File: src/rtl/imem_fetch_arbiter.sv
// imem_fetch_arbiter
//
// Shared instruction-fetch responder between the SIMD cores and the single
// instruction-memory port. Requests are arbitrated round-robin, one imem
// transaction is outstanding at a time, and the fetched word is returned to
// the requesting core with a one-cycle valid pulse.
//
// Optional feature: define IMEM_FETCH_LINE_BUF_EN to add a one-entry line
// buffer {valid, tag_pc, word}. A request whose aligned PC matches a valid
// tag is answered without touching imem. `flush` invalidates the buffer; it
// is ignored when the buffer is compiled out.
//
// Ports:
//   clk          clock, all state updates on the rising edge
//   rst          synchronous active-low reset
//   fetch_req    per-core request level
//   fetch_pc     per-core fetch address
//   fetch_valid  one-hot, one-cycle response pulse
//   fetch_instr  fetched word, broadcast, qualified by fetch_valid
//   imem_req     memory request
//   imem_addr    memory word address (bits [1:0] always 0)
//   imem_gnt     memory accepts the request
//   imem_rvalid  read data valid
//   imem_rdata   read data
//   flush        invalidate line buffer

module imem_fetch_arbiter #(
  parameter int unsigned NUM_SIMD_CORES  = 4,
  parameter int unsigned LOG2_SIMD_CORES = 2
) (
  input  logic                             clk,
  input  logic                             rst,
  input  logic [NUM_SIMD_CORES-1:0]        fetch_req,
  input  logic [NUM_SIMD_CORES-1:0][31:0]  fetch_pc,
  output logic [NUM_SIMD_CORES-1:0]        fetch_valid,
  output logic [31:0]                      fetch_instr,
  output logic                             imem_req,
  output logic [31:0]                      imem_addr,
  input  logic                             imem_gnt,
  input  logic                             imem_rvalid,
  input  logic [31:0]                      imem_rdata,
  input  logic                             flush
);

  typedef enum logic [1:0] {StIdle, StReq, StWait, StResp} state_e;

  state_e                     state_q;
  logic [LOG2_SIMD_CORES-1:0] rr_ptr_q;
  logic [LOG2_SIMD_CORES-1:0] cur_id_q;
  logic [31:0]                cur_pc_q;
  logic [31:0]                data_q;

  // fetch_instr only changes when data_q is loaded on entry to StResp, so it
  // naturally holds its last value outside the response cycle.
  assign fetch_instr = data_q;
  // cur_pc_q is only loaded in StIdle and is stable through StReq.
  assign imem_addr   = cur_pc_q;

  function automatic logic [NUM_SIMD_CORES-1:0] id_onehot(input logic [LOG2_SIMD_CORES-1:0] id);
    return NUM_SIMD_CORES'(1) << id;
  endfunction

  // Round-robin pick: first requester at or above rr_ptr_q, wrapping.
  logic [LOG2_SIMD_CORES-1:0] win_id;
  logic [LOG2_SIMD_CORES-1:0] scan_id;
  logic                       win_found;
  logic [31:0]                win_pc;

  always_comb begin
    win_id    = rr_ptr_q;
    win_found = 1'b0;
    scan_id   = '0;
    for (int unsigned i = 0; i < NUM_SIMD_CORES; i++) begin
      scan_id = LOG2_SIMD_CORES'((32'(rr_ptr_q) + i) % NUM_SIMD_CORES);
      if (!win_found && fetch_req[scan_id]) begin
        win_found = 1'b1;
        win_id    = scan_id;
      end
    end
    win_pc = {fetch_pc[win_id][31:2], 2'b00};
  end

  logic [LOG2_SIMD_CORES-1:0] rr_next;
  assign rr_next = (cur_id_q == LOG2_SIMD_CORES'(NUM_SIMD_CORES - 1)) ? '0 : cur_id_q + 1'b1;

  // Low address bits are dropped by alignment.
  logic unused_pc_lo;
  always_comb begin
    unused_pc_lo = 1'b0;
    for (int unsigned i = 0; i < NUM_SIMD_CORES; i++) begin
      unused_pc_lo = unused_pc_lo ^ (^fetch_pc[i][1:0]);
    end
  end

  logic        buf_hit;
  logic [31:0] buf_word;

`ifdef IMEM_FETCH_LINE_BUF_EN
  logic        buf_valid_q;
  logic [31:0] buf_tag_q;
  logic [31:0] buf_word_q;

  assign buf_hit  = buf_valid_q && (buf_tag_q == win_pc);
  assign buf_word = buf_word_q;

  always_ff @(posedge clk) begin
    if (!rst) begin
      buf_valid_q <= 1'b0;
      buf_tag_q   <= '0;
      buf_word_q  <= '0;
    end else if (state_q == StWait && imem_rvalid) begin
      // A flush coinciding with the fill leaves the entry invalid.
      buf_valid_q <= !flush;
      buf_tag_q   <= cur_pc_q;
      buf_word_q  <= imem_rdata;
    end else if (flush) begin
      buf_valid_q <= 1'b0;
    end
  end
`else
  assign buf_hit  = 1'b0;
  assign buf_word = '0;

  logic unused_flush;
  assign unused_flush = flush;
`endif

  always_ff @(posedge clk) begin
    if (!rst) begin
      state_q     <= StIdle;
      rr_ptr_q    <= '0;
      cur_id_q    <= '0;
      cur_pc_q    <= '0;
      data_q      <= '0;
      fetch_valid <= '0;
      imem_req    <= 1'b0;
    end else begin
      unique case (state_q)
        StIdle: begin
          if (win_found) begin
            cur_id_q <= win_id;
            cur_pc_q <= win_pc;
            if (buf_hit) begin
              data_q      <= buf_word;
              fetch_valid <= id_onehot(win_id);
              state_q     <= StResp;
            end else begin
              imem_req <= 1'b1;
              state_q  <= StReq;
            end
          end
        end
        StReq: begin
          if (imem_gnt) begin
            imem_req <= 1'b0;
            state_q  <= StWait;
          end
        end
        StWait: begin
          if (imem_rvalid) begin
            data_q      <= imem_rdata;
            fetch_valid <= id_onehot(cur_id_q);
            state_q     <= StResp;
          end
        end
        StResp: begin
          fetch_valid <= '0;
          rr_ptr_q    <= rr_next;
          state_q     <= StIdle;
        end
        default: state_q <= StIdle;
      endcase
    end
  end

endmodule
File: config.mk
export PLATFORM = sky130hd
export DESIGN_NAME = imem_fetch_arbiter
export DESIGN_NICKNAME = d
export VERILOG_FILES = /design/src/rtl/imem_fetch_arbiter.sv
export SDC_FILE = /design/constraint.sdc
export NUM_CORES = 1
export LEC_CHECK = 0
export CAP_MARGIN = 15
export CELL_PAD_IN_SITES_DETAIL_PLACEMENT = 0
export CELL_PAD_IN_SITES_GLOBAL_PLACEMENT = 1
export CORE_AREA = 3 3 129 119
export CTS_BUF_LIST = sky130_fd_sc_hd__clkbuf_8
export DETAILED_ROUTE_END_ITERATION = 8
export DIE_AREA = 0 0 132 122
export PLACE_DENSITY_LB_ADDON = 0.1
export SYNTH_ARGS = -nofsm -noshare
export SYNTH_HDL_FRONTEND = slang
export SYNTH_SLANG_ARGS = --single-unit
File: constraint.sdc
create_clock -name clk -period 3.37 [get_ports clk]
set_input_delay 0.337 -clock clk [delete_from_list [all_inputs] [get_ports clk]]
set_output_delay 0.337 -clock clk [all_outputs]
set_load 0.05 [all_outputs]
======== Word-level counts from Yosys, hierarchy flattened ========
Cells that the tools add are included.
cells by class
  multiplexer cells ....................... 27
  shift operators ......................... 1
  equality and inequality tests ........... 7
  $add $sub $neg .......................... 4
  magnitude comparators ................... 5
  reduce and logical (&&, ||, !) cells .... 14
operator list
  operator               number
  $bmux W32 S2           1
  $mux W32               1
  $lt A2 B3 Y1 const B   5
  $mux W2                7
  $mux W1                10
  $bmux W1 S2            4
  $pmux W2 S4            1
  $pmux W4 S2            1
  $eq A2 B2 Y1 const B   3
  $ne A2 B2 Y1 const B   3
  $reduce_and A2 Y1      3
  $reduce_and A3 Y1      2
  $add A2 B1 Y2 const B  2
  $add A2 B2 Y2 const B  2
  $mux W4                1
  $reduce_bool A2 Y1     2
  $shl A1 B2 Y4 const A  1
  $logic_and A1 B1 Y1    3
  $logic_not A1 Y1       3
  $eq A2 B1 Y1 const B   1
  $logic_not A2 Y1       1
  $pmux W1 S2            1
word-level totals
  word-level logic and storage cells ...... 65
  input bits .............................. 169
  output and inout bits ................... 69
  register bits ........................... 73

======== Depth between registers and ports, before layout ========
Gate-level depths: netlist of the first run.
  word-level depth ........................ 14
  depth in mapped cells ................... 9
  mapped depth without buffers ............ 7

======== Worst setup path before layout of the first run ========
No wires, ideal clock.
  kind .................................... flip-flop to flip-flop
  from .................................... register rr_ptr_q[0]
  to ...................................... register cur_pc_q[22] (netlist: imem_addr[22])
  slack ................................... 1684 ps
  path buffers ............................ 2
  data required time ...................... 3247 ps
  cell stages (with the launch flop) ...... 8
  library setup time ...................... 123 ps
  arrival ................................. 1564 ps
  clock period less this slack ............ 1686 ps
  cells stage by stage .................... dfxtp_1 > or3b_1 > and2_4 > buf_6 > buf_6 > o31ai_1 > a211o_1 > nand3_1
on the way
  cells in the longest elaborated chain, start to end .. 14
  elaborated cells between the ends (all ways) .. 27
  classes of those cells .................. 3 x add/sub; 17 x mux; 7 x reduce/logical
ends and longest elaborated chain
  what                                                                    line  RTL
  start, declared                                                         48    logic [LOG2_SIMD_CORES-1:0] rr_ptr_q;
  start signal, assigned                                                  168   rr_ptr_q <= rr_next;
  parallel branches: the longest is 14 deep, another holds $add A2 B1 Y2  -
  end signal, assigned                                                    142   cur_pc_q <= win_pc;
  end, declared                                                           50    logic [31:0] cur_pc_q;
Several ways; the timed one is not identified. The select of a mux whose other input is x is not followed.
A chain may end at the register's enable or synchronous reset.

======== Worst setup path in the final report of the first run ========
  from .................................... input fetch_req[2]
  to ...................................... register cur_pc_q[14] (netlist: imem_addr[14])
on the way
  cells in the longest elaborated chain, start to end .. 14
  elaborated cells between the ends (all ways) .. 24
  classes of those cells .................. 17 x mux; 7 x reduce/logical
ends and longest elaborated chain
  what                            line  RTL
  start, declared                 33    input logic [NUM_SIMD_CORES-1:0] fetch_req,
  $bmux W1 S2                     75    if (!win_found && fetch_req[scan_id]) begin
  $mux W1 (not written as such)   75
  $mux W1                         75
  $logic_not A1 Y1                75
  $logic_and A1 B1 Y1             75
  $mux W1                         75
  $logic_not A1 Y1                75
  $logic_and A1 B1 Y1             75
  $mux W1                         75
  $logic_not A1 Y1                75
  $logic_and A1 B1 Y1             75
  $mux W2                         75
  $bmux W32 S2                    80    win_pc = {fetch_pc[win_id][31:2], 2'b00};
  $mux W32 (not written as such)  80
Parallel ways exist; a longest one is shown, timed or not. The select of a mux whose other input is x is not followed.

==> out/results.txt, run 1 <==
For this run, the top clock speed supported by timing is 423 MHz. Walking the worst path, the cells encountered are clkdlybuf4s50_1, or3b_1, and2_4, nor4_4, buf_12, a31oi_1, nand3_1. The first global-routing pass estimated 25,800 µm of wire. Once the floorplan was initialized, standard cells occupied 29.0% of the core. After clock tree synthesis, the clock-pin slew on the worst setup and hold paths is 0.08 ns. The clock tree skew after final layout was 0.00499 ns. Including well taps, the total number of placed cells is 905. In this run the static leakage power is 2.47 nW. After floorplanning, the core was divided into 41 placement rows. Sorting the synthesized cells by area gives the leading types as sky130_fd_sc_hd__dfxtp_1 (36%), sky130_fd_sc_hd__nand3_1 (7.6%), sky130_fd_sc_hd__nand2_1 (6.4%), sky130_fd_sc_hd__a211o_1 (6.3%), sky130_fd_sc_hd__a21oi_1 (5.7%).

Once layout is complete, the utilization of the core stands at 47.6%. For the number of ports placed on the die boundary, the log shows 238. For the finished layout, the period the worst path requires is 2.36 ns.

Of all flip-flops after synthesis, the portion carrying an async set or reset was 0%. For the total grt overflow, the log shows 0. The synthesized design spends more area on one cell type than any other, namely sky130_fd_sc_hd__dfxtp_1. The run gives 3.99 mW as the total power after layout.

The clock tree synthesis step divided the H-tree into 3 levels. The number of buffers added on ports is 226. The maximum fanout count along the critical path was 30; the number of stages on the worst hold path was 2. TritonCTS built the clock tree. The number of global-route vias before repair came out at 4,896.

Slowest stage cell on the critical path: sky130_fd_sc_hd__nor4_4. Max-cap violation count: 0. The latest clock arrival within the worst-skew pair is 0.37 ns. For the total negative slack for setup checks, the log shows 0 ns. The number of design-rule violations left by the first detailed-router iteration is 318, and the horizontal extent of the die is 132 µm. The via total after detailed routing was 4,742. After clock tree synthesis, the repair step resized 0 gates. The tools report the endpoint type of the worst setup path as a flip-flop. The tightest hold path in the finished design has a slack of 0.457 ns. Wires add up to 16,400 µm.

Synthesis handed over a netlist of 525 instances. Dividing the detail-routed via count by the number of cells gives 5.15. The tools report the post-place setup slack as 0.640 ns.

The total core area came out at 14,000 µm². The vertical extent of the die came out at 122 µm. The setup path with the least slack is of type in -> reg.

In this run, synthesis inferred 0 flip-flops with an integrated enable. Entering global routing, the biggest net connects 43 pins. Data on the critical path is required at its endpoint by 3.68 ns.

The logs give 4060 µm² for the netlist area before placement and 73 for the number of clock sinks. Once the clock tree was built, the setup fixing pass inserted 0 buffers. The top-area cell type share of the netlist area was 36.0%.

The worst-case IR drop observed on VDD is 392 µV. By instance count, the leading cell after synthesis is sky130_fd_sc_hd__dfxtp_1. The final layout net count came out at 900. Summing the sequential cell areas from Yosys gives 36.0% of the chip area.

The arrival time at the worst endpoint is 2.67 ns, and the count of placed standard cells in the final layout, fillers left out is 921. The layout has 1,371 filler cells. The maximum cell stage delay along the critical path was 0.57 ns.

Once layout is done, the placed cells without fillers occupy 6660 µm². In this run, post-CTS hold repair placed 0 buffers. The clock root buffer was sky130_fd_sc_hd__clkbuf_8.

The weighted congestion at the end of routability-driven global placement is 0.829, and the path depth of the worst reg2reg path is 6. The overall routing resource usage was 20.0%; the area of placed instances was 6470 µm². The worst min-delay path class is reg -> reg. By count the netlist is led by sky130_fd_sc_hd__dfxtp_1 (73), sky130_fd_sc_hd__nand2_1 (69), sky130_fd_sc_hd__nand3_1 (62), sky130_fd_sc_hd__a21oi_1 (46), sky130_fd_sc_hd__clkbuf_1 (37).

The flow ran to the end, and the final reports show no timing, DRC or antenna violations. For this run, the leading register cell type out of synthesis is sky130_fd_sc_hd__dfxtp_1. Setup violations remaining at the end of the flow were counted as 0.

The clock buffer count from CTS was 9. The flip-flop and latch count after synthesis is 73, and the slew at the pin closest to its max-slew limit is 1.08 ns. The total inserted antenna cells was 0; the number of nets still failing antenna checks after routing was 0.

The clock passes through at most 2 buffers. Detailed placement finished with a half-perimeter wire length of 11,400 µm. The average wire per cell in the routed design is 17.8 µm. The worst setup margin was 1.01 ns.

The Yosys step of the flow raised 0 warnings. Startpoint class of the critical path: an input pin. For this run, design rule violations remaining after detail routing come to 0.

The power density normalized to cell area came out at 599 nW/µm². The total count of hold-check failures in the final report was 0; the number of distinct library cells after synthesis was 39. Relative to the synthesized area, the layout overhead comes to 63.9%. The die outline area was 16,100 µm²; the fraction of layout cells with a size suffix above 1 was 6.04%. Count of final max-slew check failures: 0. The worst path uses 70.1% of the clock period. Setup repair after global routing left no endpoint under its margin. The initial antenna violation count was 0. The average size of a mapped cell was 7.74 µm².

Measured against its own limit, the worst slew margin works out to 27.7%. For this run, the detailed router's first-pass iteration total came to 4.
cells by family after synthesis:
kind of cell / share of synthesized area, %
mux: 0.739
flops: 36.0
simple gates: 28.9
other cells: 0.0923
fa+ha+maj: 2.46
compound gates: 24.4
buf+inv: 7.48
sequential cells by signal, summed over array words and instances, names as in the netlist:
register	flops
fetch_instr	32
imem_addr	30
fetch_valid	4
cur_id_q	2
rr_ptr_q	2
state_q	2
imem_req	1
power breakdown:
part,switching [mW],total [mW],leakage [nW],internal (mW)
clock,0.386,0.666,0.0884,0.280
sequential,0.114,1.19,0.596,1.07
combinational,1.36,2.14,1.79,0.776
layout make-up:
type                    count  area [µm²]  share of cell area, %
repair buffers            244        2420                   36.4
multi-input cells         390        2330                   35.0
flip-flops and latches     73        1460                   21.9
well taps                 193         241                   3.63
clock buffers               9         124                   1.86
clock inverters             7        61.3                  0.921
inverters                   5        18.8                  0.282
per-layer routing:
layer  GRT usage, %  wire, µm  vias up
li1               -         -     2328
met1           25.3      7160     2209
met2           32.4      7630      195
met3           7.43      1440       10
met4           5.12       145        0
met5              0         0        -
worst max-delay path, delay by kind of cell:
family	cells	cell delay, ns
simple gates	4	1.39
compound gates	1	0.10
buf+inv	2	0.81
cell usage in the layout, fill, tap and decap left out, types with 2 or more instances in the layout:
master	instances
sky130_fd_sc_hd__nand4_1	30
sky130_fd_sc_hd__ha_1	8
sky130_fd_sc_hd__a211o_1	29
sky130_fd_sc_hd__nor2b_1	4
sky130_fd_sc_hd__clkinvlp_4	2
sky130_fd_sc_hd__inv_6	2
sky130_fd_sc_hd__a31oi_1	30
sky130_fd_sc_hd__nor3_1	4
sky130_fd_sc_hd__inv_1	4
sky130_fd_sc_hd__nand3_1	62
sky130_fd_sc_hd__dfxtp_1	73
sky130_fd_sc_hd__conb_1	2
sky130_fd_sc_hd__and3_1	30
sky130_fd_sc_hd__a21oi_1	45
sky130_fd_sc_hd__clkbuf_8	9
sky130_fd_sc_hd__nor4_1	2
sky130_fd_sc_hd__a21bo_2	2
sky130_fd_sc_hd__o31ai_1	29
sky130_fd_sc_hd__buf_4	16
sky130_fd_sc_hd__mux2i_1	3
sky130_fd_sc_hd__buf_12	2
sky130_fd_sc_hd__nand2b_1	7
sky130_fd_sc_hd__nand2_1	69
sky130_fd_sc_hd__nor2_1	15
sky130_fd_sc_hd__and2b_1	2
sky130_fd_sc_hd__clkinv_4	2
sky130_fd_sc_hd__clkdlybuf4s50_1	226
final timing paths:
path	start	to	slack [ns]
worst min register to register	fetch_instr[22]	fetch_instr[22]	0.46
worst min-delay path	fetch_instr[22]	fetch_instr[22]	0.46
worst max-delay path	fetch_req[2]	imem_addr[14]	1.01
worst max register to register	rr_ptr_q[0]	imem_addr[14]	1.17
Power figures use the tool's default switching activity.
==> inputs of run 2 (changes only) <==
CORE_AREA = 3 3 134 123   (was 3 3 129 119)
DIE_AREA = 0 0 137 126   (was 0 0 132 122)
clock period = 2.25 ns   (was 3.37 ns; I/O delays follow)
==> run 2 against run 1 <==
  * Critical path depth decreased by 1
  * Sequential share of layout area down 0.70 points
  * Worst hold slack lost 0.055 ns
  * Combinational power rose by 54%
  * Wire length increased by 2.2%
  * Setup slack got worse by 0.71 ns
  * Flip-flop and latch count is the same
  * First-iteration DRC count is 48% lower
  * Global-route usage fell by 0.78 points
  * Largest cell class unchanged
==> out/results.txt, run 2 (synthesis results as in run 1) <==
The flow ran to the end, and the final reports show no timing, DRC or antenna violations. The via total after detailed routing is 4,786, and the number of clock sinks is 73. In the final layout, the multi-input gates occupy 2330 µm².

The logs give 0 for the final number of setup-violating endpoints and 2 for the worst-case clock buffer depth. The logs give 513 MHz for the highest clock frequency the design can meet and 238 for the number of ports placed on the die boundary. The number of flip-flops in the largest register works out to 32.

The analysis attributes to cell leakage a power of 2.59 nW. The filler cells instantiated in the layout total 1,520. Global routing finished with a remaining overflow of 0. For the core utilization of the finished layout, the log shows 45.0%.

Summed over all nets, the switching power comes to 2.78 mW. Number of global-route vias before repair: 4,983. Vertical extent of the die: 126 µm. For the maximum number of pins on one net before global-route repair, the log shows 43. At the pin with the least slew margin, the transition time is 0.553 ns. Relative to the synthesized area, the layout overhead comes to 69.3%. Power spread over the standard cell area amounts to 894 nW/µm². The overall routed net length is 16,700 µm. The clock period minus worst slack came out at 1.95 ns. The final layout net count is 915.

Slack of the worst reg-to-reg path: 0.30 ns. The tools report the endpoint type of the worst setup path as a flip-flop. The logs give 0 for the number of hold buffers added after cts and 0 for the initial antenna violation count. The run gives 12,000 µm as the final HPWL from detailed placement.

The count of final max-slew check failures was 0; the share of total power in combinational logic was 53.7%. Setup repair after global routing left no endpoint under its margin. The sequential group share of total power was 29.0%. The worst hold path startpoint is imem_rdata[28]. From left edge to right edge, the die measures 137 µm.

The worst hold path belongs to the class in -> reg. The fraction of the cycle the final worst path needs was 86.6%; the data required time of the worst path was 2.56 ns. The run gives 1460 µm² as the footprint of the flip-flops and latches. The starting density of the core was 26.6%; the final hold slack was 0.402 ns. Of the cells placed in the final design, the portion with a size suffix greater than 1 is 7.94%. Of all nets on the critical path, the largest fanout is 21. TritonCTS built the clock tree. The number of setup buffers added after CTS is 0, and the weighted congestion at the end of routability-driven global placement is 0.784. The number of design-rule violations left by the first detailed-router iteration was 166; the cell internal power dissipation was 3.37 mW.

The overall routing resource usage came out at 19.2%. Counting the buffers created by CTS gives 9. The run gives 17.3% as the clock power share. The run gives 0.0101 ns as the clock tree skew after final layout.

The tools report the launch point of the worst path as rr_ptr_q[1]. The clock reaches the later pin of the worst-skew pair after 0.37 ns. The worst-case IR drop observed on VDD is 500 µV.

Adding up every negative setup slack in the final design gives 0 ns. In this run the tool buffered the top-level ports with 226 buffer cells. Across all setup checks in the final design, the least slack found is 0.301 ns.

After clock tree synthesis, the clock-pin slew on the worst setup and hold paths is 0.08 ns. The die covers 17,300 µm². The critical path in this run is classified as reg -> reg.

0 antenna diodes ended up in the layout. The logs give 43 for the standard-cell row count and 4 for the first-pass detailed-route iteration total. At the worst endpoint, the arrival time is 2.26 ns. The average wire per cell in the routed design was 17.7 µm. Using the TritonRoute via totals, the vias-per-cell ratio works out to 5.06.

In this run the critical register-to-register path is launched from rr_ptr_q[1]. The library cell used most frequently in the layout, excluding fill and tap cells, is sky130_fd_sc_hd__clkdlybuf4s50_1. STA classifies the critical path startpoint as a flip-flop.

The tools report the clock root buffer as sky130_fd_sc_hd__clkbuf_8. After detailed routing, the number of remaining DRC violations is 0. The H-tree was split into 3 levels. Across the run, the number of max-cap violations was 0. The worst pin sits at a relative slew slack of 63.0%. The global-route wire length before repair was 26,400 µm. In the layout the commonest cells are sky130_fd_sc_hd__clkdlybuf4s50_1 (226), sky130_fd_sc_hd__dfxtp_1 (73), sky130_fd_sc_hd__nand2_1 (69).

The count of nets left with antenna violations once routing finished came out at 0. The total count of hold-check failures in the final report was 0. In this run the standard cell core region covers 15,300 µm². Timing analysis after detailed placement gives a worst setup slack of -0.0363 ns. The run gives 0 as the number of gates given a new drive strength after cts. Fraction of power spent switching nets: 45.3%.
## run 2: changes by cell type in the layout (fill, tap and decap cells not counted)
cell                         delta
sky130_fd_sc_hd__clkinv_4       -1
sky130_fd_sc_hd__inv_6          -1
sky130_fd_sc_hd__clkinv_2       +3
sky130_fd_sc_hd__inv_8          -1
sky130_fd_sc_hd__clkinvlp_4     -1
sky130_fd_sc_hd__buf_12         +7
sky130_fd_sc_hd__bufinv_16      +1
sky130_fd_sc_hd__buf_4          +8
## run 2: worst paths after layout
kind                     endpoint  cells past startpoint
hold / removal    fetch_instr[28]                      3
setup / recovery     imem_addr[5]                      6
hold reg to reg   fetch_instr[17]                      2
setup reg to reg     imem_addr[5]                      6
## run 2: cell type report
type / instances / area share [%]
inverters: 5 / 0.273
clock buffers: 9 / 1.80
multi-input cells: 390 / 33.9
clock inverters: 7 / 1.02
flip-flops and latches: 73 / 21.2
well taps: 202 / 3.67
repair buffers: 259 / 38.1
## run 2: metrics by stage
stage | cell area [µm²] | total power, mW | instances
global route | 6880 | 6.50 | 945
global placement | 6690 | 5.09 | 929
detailed placement | 6690 | 5.12 | 929
CTS | 6880 | 6.22 | 945
finish | 6880 | 6.15 | 945
floorplan | 4070 | 3.77 | 526
## run 2: power groups by stage
stage	Combinational [mW]	Clock [mW]	Sequential [mW]
6_report	3.30	1.06	1.78
2_1_floorplan	0.990	0	2.78
4_1_cts	3.32	1.11	1.78
5_1_grt	3.52	1.16	1.82
3_5_place_dp	3.31	0	1.81
3_3_place_gp	3.29	0	1.80
## run 2: worst max-delay path, stage by stage, from the launching register on
cell	delay [ns]
sky130_fd_sc_hd__dfxtp_1	0.56
sky130_fd_sc_hd__nor3_1	0.12
sky130_fd_sc_hd__nor4_1	0.45
sky130_fd_sc_hd__a21oi_4	0.19
sky130_fd_sc_hd__buf_12	0.22
sky130_fd_sc_hd__a211o_1	0.28
sky130_fd_sc_hd__nand3_1	0.07
## run 2: per-layer routing
layer / wire length, µm / vias up / share of wire [%] / track usage, %
li1: - / 2362 / - / -
met5: 0 / - / 0 / 0
met1: 7200 / 2256 / 43 / 23.8
met3: 1470 / 12 / 8.8 / 7.43
met4: 208 / 0 / 1.2 / 4.05
met2: 7860 / 156 / 47 / 31.8
